`config.mk`:
```
export PLATFORM = sky130hd
export DESIGN_NAME = fetch_prefetch_queue
export DESIGN_NICKNAME = d
export VERILOG_FILES = /design/src/rtl/fetch_prefetch_queue.sv
export SDC_FILE = /design/constraint.sdc
export NUM_CORES = 1
export LEC_CHECK = 0
export ABC_AREA = 1
export CORE_ASPECT_RATIO = 2
export CORE_MARGIN = 2
export CORE_UTILIZATION = 50
export DETAILED_ROUTE_END_ITERATION = 7
export PLACE_DENSITY_LB_ADDON = 0.1
export SYNTH_ARGS = -nofsm -noshare
export SYNTH_HDL_FRONTEND = slang
export SYNTH_SLANG_ARGS = --single-unit
```
`constraint.sdc`:
```
create_clock -name clk -period 2.9 [get_ports clk]
set_clock_uncertainty 0.05 [all_clocks]
set_input_delay 0.29 -clock clk [delete_from_list [all_inputs] [get_ports clk]]
set_output_delay 0.29 -clock clk [all_outputs]
set_load 0.03 [all_outputs]
```
`src/rtl/fetch_prefetch_queue.sv`:
```
// rtl/fetch_prefetch_queue.sv - instruction prefetch queue feeding the decoder.
// Optional same-cycle ack-to-decoder bypass is enabled by defining FETCH_BYPASS_EN.
module fetch_prefetch_queue #(
  parameter int DEPTH = 4,
  parameter int AW    = 16
) (
  input  logic          clk,
  input  logic          n_rst,
  input  logic          i_pc_set,
  input  logic [AW-1:0] i_pc_value,
  output logic          o_mem_req,
  output logic [AW-1:0] o_mem_addr,
  input  logic          i_mem_ack,
  input  logic [15:0]   i_mem_data,
  output logic [15:0]   o_inst_word,
  output logic          o_inst_valid,
  input  logic          i_inst_ready,
  output logic [AW-1:0] o_fetch_pc
);

  localparam int PW = $clog2(DEPTH);
  localparam logic [PW:0] FULL = (PW+1)'(DEPTH);

  typedef enum logic [1:0] {IDLE, REQ, DRAIN} state_t;

  state_t        state, state_next;
  logic [AW-1:0] fetch_addr, fetch_inc, mem_addr;
  logic [15:0]   data_q [DEPTH];
  logic [AW-1:0] pc_q   [DEPTH];
  logic [PW-1:0] wr_ptr, rd_ptr;
  logic [PW:0]   count, count_next;
  logic          ack_ok, q_valid, pop, push, bypass;

  assign fetch_inc = fetch_addr + 1'b1;
  assign ack_ok    = (state == REQ) && i_mem_ack && !i_pc_set;
  assign q_valid   = (count != '0);
  assign pop       = q_valid && i_inst_ready && !i_pc_set;

`ifdef FETCH_BYPASS_EN
  assign bypass = ack_ok && !q_valid;
`else
  assign bypass = 1'b0;
`endif

  // A bypassed word that the decoder takes never enters the queue.
  assign push = ack_ok && !(bypass && i_inst_ready);

  always_comb begin
    count_next = count;
    case ({push, pop})
      2'b10:   count_next = count + 1'b1;
      2'b01:   count_next = count - 1'b1;
      default: count_next = count;
    endcase
  end

  always_comb begin
    state_next = state;
    if (i_pc_set) begin
      case (state)
        IDLE:    state_next = REQ;
        default: state_next = i_mem_ack ? REQ : DRAIN;
      endcase
    end else begin
      case (state)
        IDLE:    if (count < FULL) state_next = REQ;
        REQ:     if (i_mem_ack) state_next = (count_next < FULL) ? REQ : IDLE;
        DRAIN:   if (i_mem_ack) state_next = REQ;
        default: state_next = IDLE;
      endcase
    end
  end

  always_ff @(posedge clk or negedge n_rst) begin
    if (!n_rst) begin
      state      <= IDLE;
      fetch_addr <= '0;
      mem_addr   <= '0;
      wr_ptr     <= '0;
      rd_ptr     <= '0;
      count      <= '0;
    end else begin
      state <= state_next;
      if (i_pc_set) begin
        fetch_addr <= i_pc_value;
        wr_ptr     <= '0;
        rd_ptr     <= '0;
        count      <= '0;
        // DRAIN keeps the old address on the bus until its ack returns.
        if (state_next == REQ) mem_addr <= i_pc_value;
      end else begin
        if (ack_ok) fetch_addr <= fetch_inc;
        if (push)   wr_ptr <= wr_ptr + 1'b1;
        if (pop)    rd_ptr <= rd_ptr + 1'b1;
        count <= count_next;
        if (state_next == REQ) mem_addr <= ack_ok ? fetch_inc : fetch_addr;
      end
    end
  end

  always_ff @(posedge clk) begin
    if (push && !i_pc_set) begin
      data_q[wr_ptr] <= i_mem_data;
      pc_q[wr_ptr]   <= fetch_addr;
    end
  end

  assign o_mem_req    = (state != IDLE);
  assign o_mem_addr   = mem_addr;
  assign o_inst_valid = q_valid || bypass;
  assign o_inst_word  = q_valid ? data_q[rd_ptr] : (bypass ? i_mem_data : 16'h0000);
  assign o_fetch_pc   = q_valid ? pc_q[rd_ptr]   : (bypass ? fetch_addr : '0);

endmodule

```
==> results of run 1 <==
## routing by layer
metal | GRT usage | up-vias | share of wire
met5 | 0 | - | 0
met1 | 0.240 | 2586 | 0.36
met3 | 0.0413 | 46 | 0.040
met4 | 0.114 | 0 | 0.040
li1 | - | 2545 | -
met2 | 0.416 | 180 | 0.56
## report_power, final
group / total [mW] / switching, mW / internal (mW)
Clock: 2.14 / 1.00 / 1.13
Sequential: 2.91 / 0.130 / 2.78
Combinational: 1.67 / 1.03 / 0.644
Total: 6.73 / 2.17 / 4.56
## through the flow
stage	cell area, um^2	power [mW]	util
floorplan	7260	3.86	-
global placement	8540	4.62	0.598
detailed placement	8540	4.65	0.598
CTS	9110	6.76	0.638
global route	9110	7.01	0.638
finish	9110	6.73	0.638
## critical path, stage by stage, from the launching register on
cell	delay, ns
sky130_fd_sc_hd__dfrtp_1	0.47
sky130_fd_sc_hd__nor3_4	0.15
sky130_fd_sc_hd__inv_1	0.07
sky130_fd_sc_hd__nand2_1	0.18
sky130_fd_sc_hd__nor2_1	0.10
sky130_fd_sc_hd__ha_1	0.22
sky130_fd_sc_hd__xor2_1	0.15
sky130_fd_sc_hd__ha_1	0.17
sky130_fd_sc_hd__inv_1	0.05
sky130_fd_sc_hd__nand2_1	0.06
sky130_fd_sc_hd__inv_1	0.05
sky130_fd_sc_hd__nand2_1	0.05
sky130_fd_sc_hd__nand3_1	0.09
sky130_fd_sc_hd__nand2_1	0.06
sky130_fd_sc_hd__nand2_1	0.06
sky130_fd_sc_hd__nand2_2	0.07
sky130_fd_sc_hd__nand2_1	0.07
sky130_fd_sc_hd__nand2_2	0.06
sky130_fd_sc_hd__buf_12	0.15
sky130_fd_sc_hd__nand2_1	0.07
sky130_fd_sc_hd__o21ai_0	0.08
## cells in the final DEF (no fill, tap or decap), types with 4 or more instances in the layout
cell type / count
sky130_fd_sc_hd__inv_8: 5
sky130_fd_sc_hd__inv_1: 40
sky130_fd_sc_hd__a21oi_1: 40
sky130_fd_sc_hd__nand3_1: 17
sky130_fd_sc_hd__nand2_2: 12
sky130_fd_sc_hd__nor3_1: 4
sky130_fd_sc_hd__dfrtp_1: 40
sky130_fd_sc_hd__nand2_1: 126
sky130_fd_sc_hd__nor2_4: 4
sky130_fd_sc_hd__clkdlybuf4s50_1: 53
sky130_fd_sc_hd__o21ai_0: 76
sky130_fd_sc_hd__buf_12: 16
sky130_fd_sc_hd__ha_1: 9
sky130_fd_sc_hd__edfxtp_1: 128
sky130_fd_sc_hd__buf_4: 38
sky130_fd_sc_hd__clkinvlp_4: 4
sky130_fd_sc_hd__clkbuf_16: 17
sky130_fd_sc_hd__nor2_1: 155
## cell type report
cell class / count / area [um^2]
Sequential cell: 169 / 4870
Clock buffer: 18 / 429
Clock inverter: 14 / 130
Inverter: 42 / 158
Timing Repair Buffer: 109 / 1150
Multi-Input combinational cell: 461 / 2130
Tap cell: 192 / 240
Fill cell: 1197 / 5160
## registers in the layout, indices dropped and copies added (netlist names)
signal / cells
data_q: 64
o_mem_addr: 16
count: 3
state: 2
rd_ptr: 2
fetch_addr: 16
pc_q: 64
wr_ptr: 2
## repair_timing
item	in CTS	in global routing
hold endpoints to repair	39	0
hold buffers	1	0
buffers inserted	0	0
## how the worst max path moves through the flow
stage	to	cells past startpoint	slack, ns
floorplan	data_q[2][0]$_DFFE_PP_	7	0.02
global placement	o_mem_addr[0]$_DFFE_PN0N_	18	0.19
detailed placement	o_mem_addr[0]$_DFFE_PN0N_	18	0.16
global route	o_mem_addr[0]$_DFFE_PN0N_	19	0.04
finish	o_mem_addr[0]$_DFFE_PN0N_	20	0.27
CTS	o_mem_addr[0]$_DFFE_PN0N_	20	0.29
## cells by family after synthesis
group | Yosys count | synth area share
fa+ha+maj | 9 | 0.0155
flops | 169 | 0.670
simple gates | 327 | 0.182
buf+inv | 74 | 0.0412
xor+xnor | 3 | 0.00362
compound gates | 122 | 0.0875
==> impl_metrics.env, run 1 <==
export IMPL_min_delay_worst_endpoint="fetch_addr[12]$_DFF_PN0_"
export IMPL_share_of_post_route_cells_with_drive_strength_above_1=0.138
export IMPL_hold_path_cell_count=3
export IMPL_slew_headroom=0.374
export IMPL_period_share=0.908
export IMPL_detailed_place_hpwl_um=11400
export IMPL_synth_common_cells="sky130_fd_sc_hd__nor2_1 (159), sky130_fd_sc_hd__edfxtp_1 (128), sky130_fd_sc_hd__nand2_1 (126)"
export IMPL_layout_nets=846
export IMPL_worst_r2r_cell_count=20
export IMPL_firstDrtPassIters=5
export IMPL_grt_start_max_net_pins=65
export IMPL_pwr_density_cell_nw_per_um2=739
export IMPL_holdWs_ns=0.393
export IMPL_vdd_ir_drop_worst_mv=0.460
export IMPL_cp_data_arrival_time_ns=2.88
export IMPL_final_antenna_net_count=0
export IMPL_synth_largest_area_cell="sky130_fd_sc_hd__edfxtp_1"
export IMPL_hold_path_startpoint="i_pc_value[12]"
export IMPL_ys_types=30
export IMPL_via_count_of_the_first_global_routing_pass=5433
export IMPL_post_synth_instance_area_um2=7260
export IMPL_mappedNetlistNets=750
export IMPL_floorplan_die_width_um=89.2
export IMPL_cts_tree="yes"
export IMPL_synth_top_cells_by_area="sky130_fd_sc_hd__edfxtp_1 (53%), sky130_fd_sc_hd__dfrtp_1 (14%), sky130_fd_sc_hd__nor2_1 (8.2%)"
export IMPL_synth_seq_cells=169
export IMPL_finalWirelength_um=17100
export IMPL_crit_type="reg -> reg"
export IMPL_cts_htree_levels=4
export IMPL_worstPathRequired_ns=3.15
export IMPL_placement_io_buffers=86
export IMPL_ys_warn_count=0
export IMPL_final_setup_tns_ns=0
export IMPL_yosysMostFrequentCell="sky130_fd_sc_hd__nor2_1"
export IMPL_reg2reg_setup_slack_ns=0.27
export IMPL_pre_cts_ws_ns=0.160
export IMPL_final_instance_count_excl_fill=1005
export IMPL_min_path_type="in -> reg"
export IMPL_placed_cells_incl_taps=972
export IMPL_syn_area_per_cell_um2=10.3
export IMPL_initial_utilization=0.509
export IMPL_design_die_area_um2=15600
export IMPL_netlist_area_leader_share=0.529
export IMPL_tightest_slew_ns=0.939
export IMPL_vias=5357
export IMPL_cts_reportedPaths_clkPinSlew_ns=0.07
export IMPL_drc_errors=0
export IMPL_fin_crit_ns=2.63
export IMPL_synth_edf_count=128
export IMPL_grt_antenna_before_repair=0
export IMPL_clk_root_buffer_cell="sky130_fd_sc_hd__clkbuf_16"
export IMPL_floorplan_rows=62
export IMPL_max_freq_mhz=380
export IMPL_ios=87
export IMPL_cts_made_buffers=17
export IMPL_timing_rr_start="count[0]$_DFFE_PN0P_"
export IMPL_crit_path_start="count[0]$_DFFE_PN0P_"
export IMPL_r2r_end="o_mem_addr[0]$_DFFE_PN0N_"
export IMPL_drtIter0Drc=326
export IMPL_area_growth_pct=25.4
export IMPL_antenna_cells=0
export IMPL_grt_usage=0.228
export IMPL_status="complete, no violations"
export IMPL_cts_sink_cnt=169
export IMPL_synth_ff_type="sky130_fd_sc_hd__edfxtp_1"
export IMPL_setup_viol_count_final=0
export IMPL_routedWlPerCell_um=17.0
export IMPL_endpoint_kind="register"
export IMPL_layout_setup_ws_ns=0.266
export IMPL_final_hold_viol_count=0
export IMPL_routabilityCongestion=0.923
export IMPL_max_cap_viol_count=0
export IMPL_syn_instance_count=704
export IMPL_postCtsResizedCells=0
export IMPL_critical_path_maximum_fanout=18
export IMPL_power_leakage_nw=3.58
export IMPL_routed_via_density=5.33
export IMPL_ys_async_sr_fraction=0.243
export IMPL_timing_critical_path_from_type="register"
export IMPL_die_height_um=174
export IMPL_grt_pass1_wl_um=26700
export IMPL_rsz_0062_raised_after_global_routing="false"
export IMPL_fp_coreArea_um2=14300
export IMPL_clock_latency_ns=0.42
export IMPL_cts_root_to_sink_buffers=2
export IMPL_globalRoute_totalOverflow=0
export IMPL_timing_max_transition_violations_final=0
export IMPL_yosysSeqAreaShare=0.670
Power figures use the tool's default switching activity.
==> inputs of run 2 (changes only) <==
--- a/constraint.sdc
+++ b/constraint.sdc
@@ -4,2 +4,2 @@
 set_output_delay 0.29 -clock clk [all_outputs]
-set_load 0.03 [all_outputs]
+set_load 0.005 [all_outputs]
==> impl_metrics.env, run 2 (synthesized netlist as in run 1, its figures left out) <==
export IMPL_critical_path_maximum_fanout=64
export IMPL_switching_share=0.274
export IMPL_mostFrequentLayoutCell="sky130_fd_sc_hd__nor2_1"
export IMPL_cts_root_to_sink_buffers=2
export IMPL_drc_errors=0
export IMPL_layout_nets=845
export IMPL_final_setup_tns_ns=0
export IMPL_grt_start_max_net_pins=65
export IMPL_fin_crit_ns=2.77
export IMPL_slowest_cell_on_crit_path="sky130_fd_sc_hd__clkdlybuf4s50_1"
export IMPL_routabilityCongestion=0.878
export IMPL_status="complete, no violations"
export IMPL_final_instance_count_excl_fill=1004
export IMPL_timing_critical_path_from_type="register"
export IMPL_pre_cts_ws_ns=0.0825
export IMPL_max_cap_viol_count=0
export IMPL_crit_type="reg -> out"
export IMPL_max_freq_mhz=361
export IMPL_floorplan_die_width_um=89.2
export IMPL_tightest_slew_ns=0.945
export IMPL_clk_root_buffer_cell="sky130_fd_sc_hd__clkbuf_16"
export IMPL_combinational_cell_fraction_of_total_power=0.195
export IMPL_netSwitchingPower_mw=1.76
export IMPL_layout_common_cells="sky130_fd_sc_hd__nor2_1 (155), sky130_fd_sc_hd__edfxtp_1 (128), sky130_fd_sc_hd__nand2_1 (126)"
export IMPL_final_hold_viol_count=0
export IMPL_layout_setup_ws_ns=0.126
export IMPL_endpoint_kind="output port"
export IMPL_worstPathRequired_ns=2.56
export IMPL_via_count_of_the_first_global_routing_pass=5430
export IMPL_cp_data_arrival_time_ns=2.43
export IMPL_power_mw=6.42
export IMPL_grt_usage=0.232
export IMPL_period_share=0.956
export IMPL_cts_tree="yes"
export IMPL_power_leakage_nw=3.49
export IMPL_fillCellCount=1186
export IMPL_globalRoute_totalOverflow=0
export IMPL_cts_sink_cnt=169
export IMPL_final_antenna_net_count=0
export IMPL_power_share_sequential=0.455
export IMPL_die_height_um=174
export IMPL_ios=87
export IMPL_share_of_post_route_cells_with_drive_strength_above_1=0.0985
export IMPL_cp_num_buf_inv=2
export IMPL_routedWlPerCell_um=17.4
export IMPL_holdWs_ns=0.381
export IMPL_cts_made_buffers=17
export IMPL_area_growth_pct=25.0
export IMPL_critPathMostFrequentCell="sky130_fd_sc_hd__nor2_1"
export IMPL_max_stage_delay_ns=0.57
export IMPL_postPlaceCellArea_um2=8440
export IMPL_slew_headroom=0.370
export IMPL_design_die_area_um2=15600
export IMPL_top_regs="data_q (64), pc_q (64)"
export IMPL_min_path_type="in -> reg"
export IMPL_routed_via_density=5.34
export IMPL_final_cell_area_um2=9080
export IMPL_placement_io_buffers=86
export IMPL_floorplan_rows=62
export IMPL_rsz_0062_raised_after_global_routing="false"
export IMPL_vdd_ir_drop_worst_mv=0.505
export IMPL_clock_latency_ns=0.42
export IMPL_detailed_place_hpwl_um=11100
export IMPL_vias=5358
export IMPL_drtIter0Drc=291
export IMPL_setup_viol_count_final=0
export IMPL_cts_reportedPaths_clkPinSlew_ns=0.07
export IMPL_intPower_mw=4.66
export IMPL_timing_max_transition_violations_final=0
export IMPL_finalWirelength_um=17400
export IMPL_fp_coreArea_um2=14300
export IMPL_initial_utilization=0.509
export IMPL_grt_pass1_wl_um=27000
export IMPL_antenna_cells=0
export IMPL_timing_critical_path_cells="buf_6 -> nor2_1 -> nor2_1 -> o21ai_0 -> a21oi_1 -> clkdlybuf4s50_1"
export IMPL_cts_htree_levels=4
export IMPL_clock_power_share=0.350
export IMPL_pwr_density_cell_nw_per_um2=707
export IMPL_placed_cells_incl_taps=969
export IMPL_grt_antenna_before_repair=0
export IMPL_firstDrtPassIters=5
export IMPL_postLayoutCoreUtil=0.636
export IMPL_cpLargestDelayFamily="buffers and inverters"
[run 2: cell count changes in the layout (fill, tap and decap cells not counted), sizes merged]
cell / delta
inv: -6
clkdlybuf4s50: +32
bufinv: +2
clkinv: +3
clkinvlp: +2
buf: -34
[run 2: layout make-up]
| class | count | area, um^2 | share of cell area |
|---|---|---|---|
| sequential | 169 | 4870 | 0.536 |
| timing repair buffer | 107 | 1070 | 0.118 |
| clock inverter | 14 | 166 | 0.0183 |
| tap | 192 | 240 | 0.0265 |
| timing repair inverter | 1 | 7.51 | 0.000827 |
| multi-input combinational | 461 | 2130 | 0.235 |
| clock buffer | 18 | 429 | 0.0473 |
| inverter | 42 | 165 | 0.0182 |
[run 2: final timing paths]
kind                            cells after the start                    endpoint  slack [ns]                  startpoint
max in group asynchronous                           2       rd_ptr[0]$_DFFE_PN0P_        1.64                       n_rst
worst min register to register                      2  o_mem_addr[15]$_DFFE_PN0N_        0.44  o_mem_addr[15]$_DFFE_PN0N_
worst max register to register                     19   o_mem_addr[0]$_DFFE_PN0N_        0.31        count[0]$_DFFE_PN0P_
min in group asynchronous                           2   o_mem_addr[3]$_DFFE_PN0N_        0.48                       n_rst
worst min-delay path                                3     fetch_addr[7]$_DFF_PN0_        0.38               i_pc_value[7]
worst max-delay path                                6               o_fetch_pc[0]        0.13       rd_ptr[0]$_DFFE_PN0P_
[run 2: routing by layer]
layer	part of all wire	track usage
met1	0.36	0.249
met2	0.56	0.418
met5	0	0
met4	0.030	0.108
met3	0.041	0.0465
[run 2: tightest hold or removal path: stages]
cell and delay (ns):
sky130_fd_sc_hd__clkdlybuf4s50_1 0.40, sky130_fd_sc_hd__nand2_1 0.06, sky130_fd_sc_hd__nand2_1 0.06
[run 2: what timing repair did]
action,4_1_cts,5_1_grt
hold endpoints to repair,41,0
cloned,0,1
hold buffers,1,0
buffers inserted,0,1
endpoints found under the setup margin,1,32
gates resized for setup,0,4
[run 2: power by group through the flow]
stage | Clock (mW) | Sequential [mW] | Combinational [mW]
6_report | 2.25 | 2.92 | 1.26
5_1_grt | 2.36 | 2.94 | 1.40
3_3_place_gp | 0 | 2.96 | 1.23
4_1_cts | 2.28 | 2.92 | 1.27
3_5_place_dp | 0 | 2.96 | 1.26
2_1_floorplan | 0 | 2.94 | 0.587
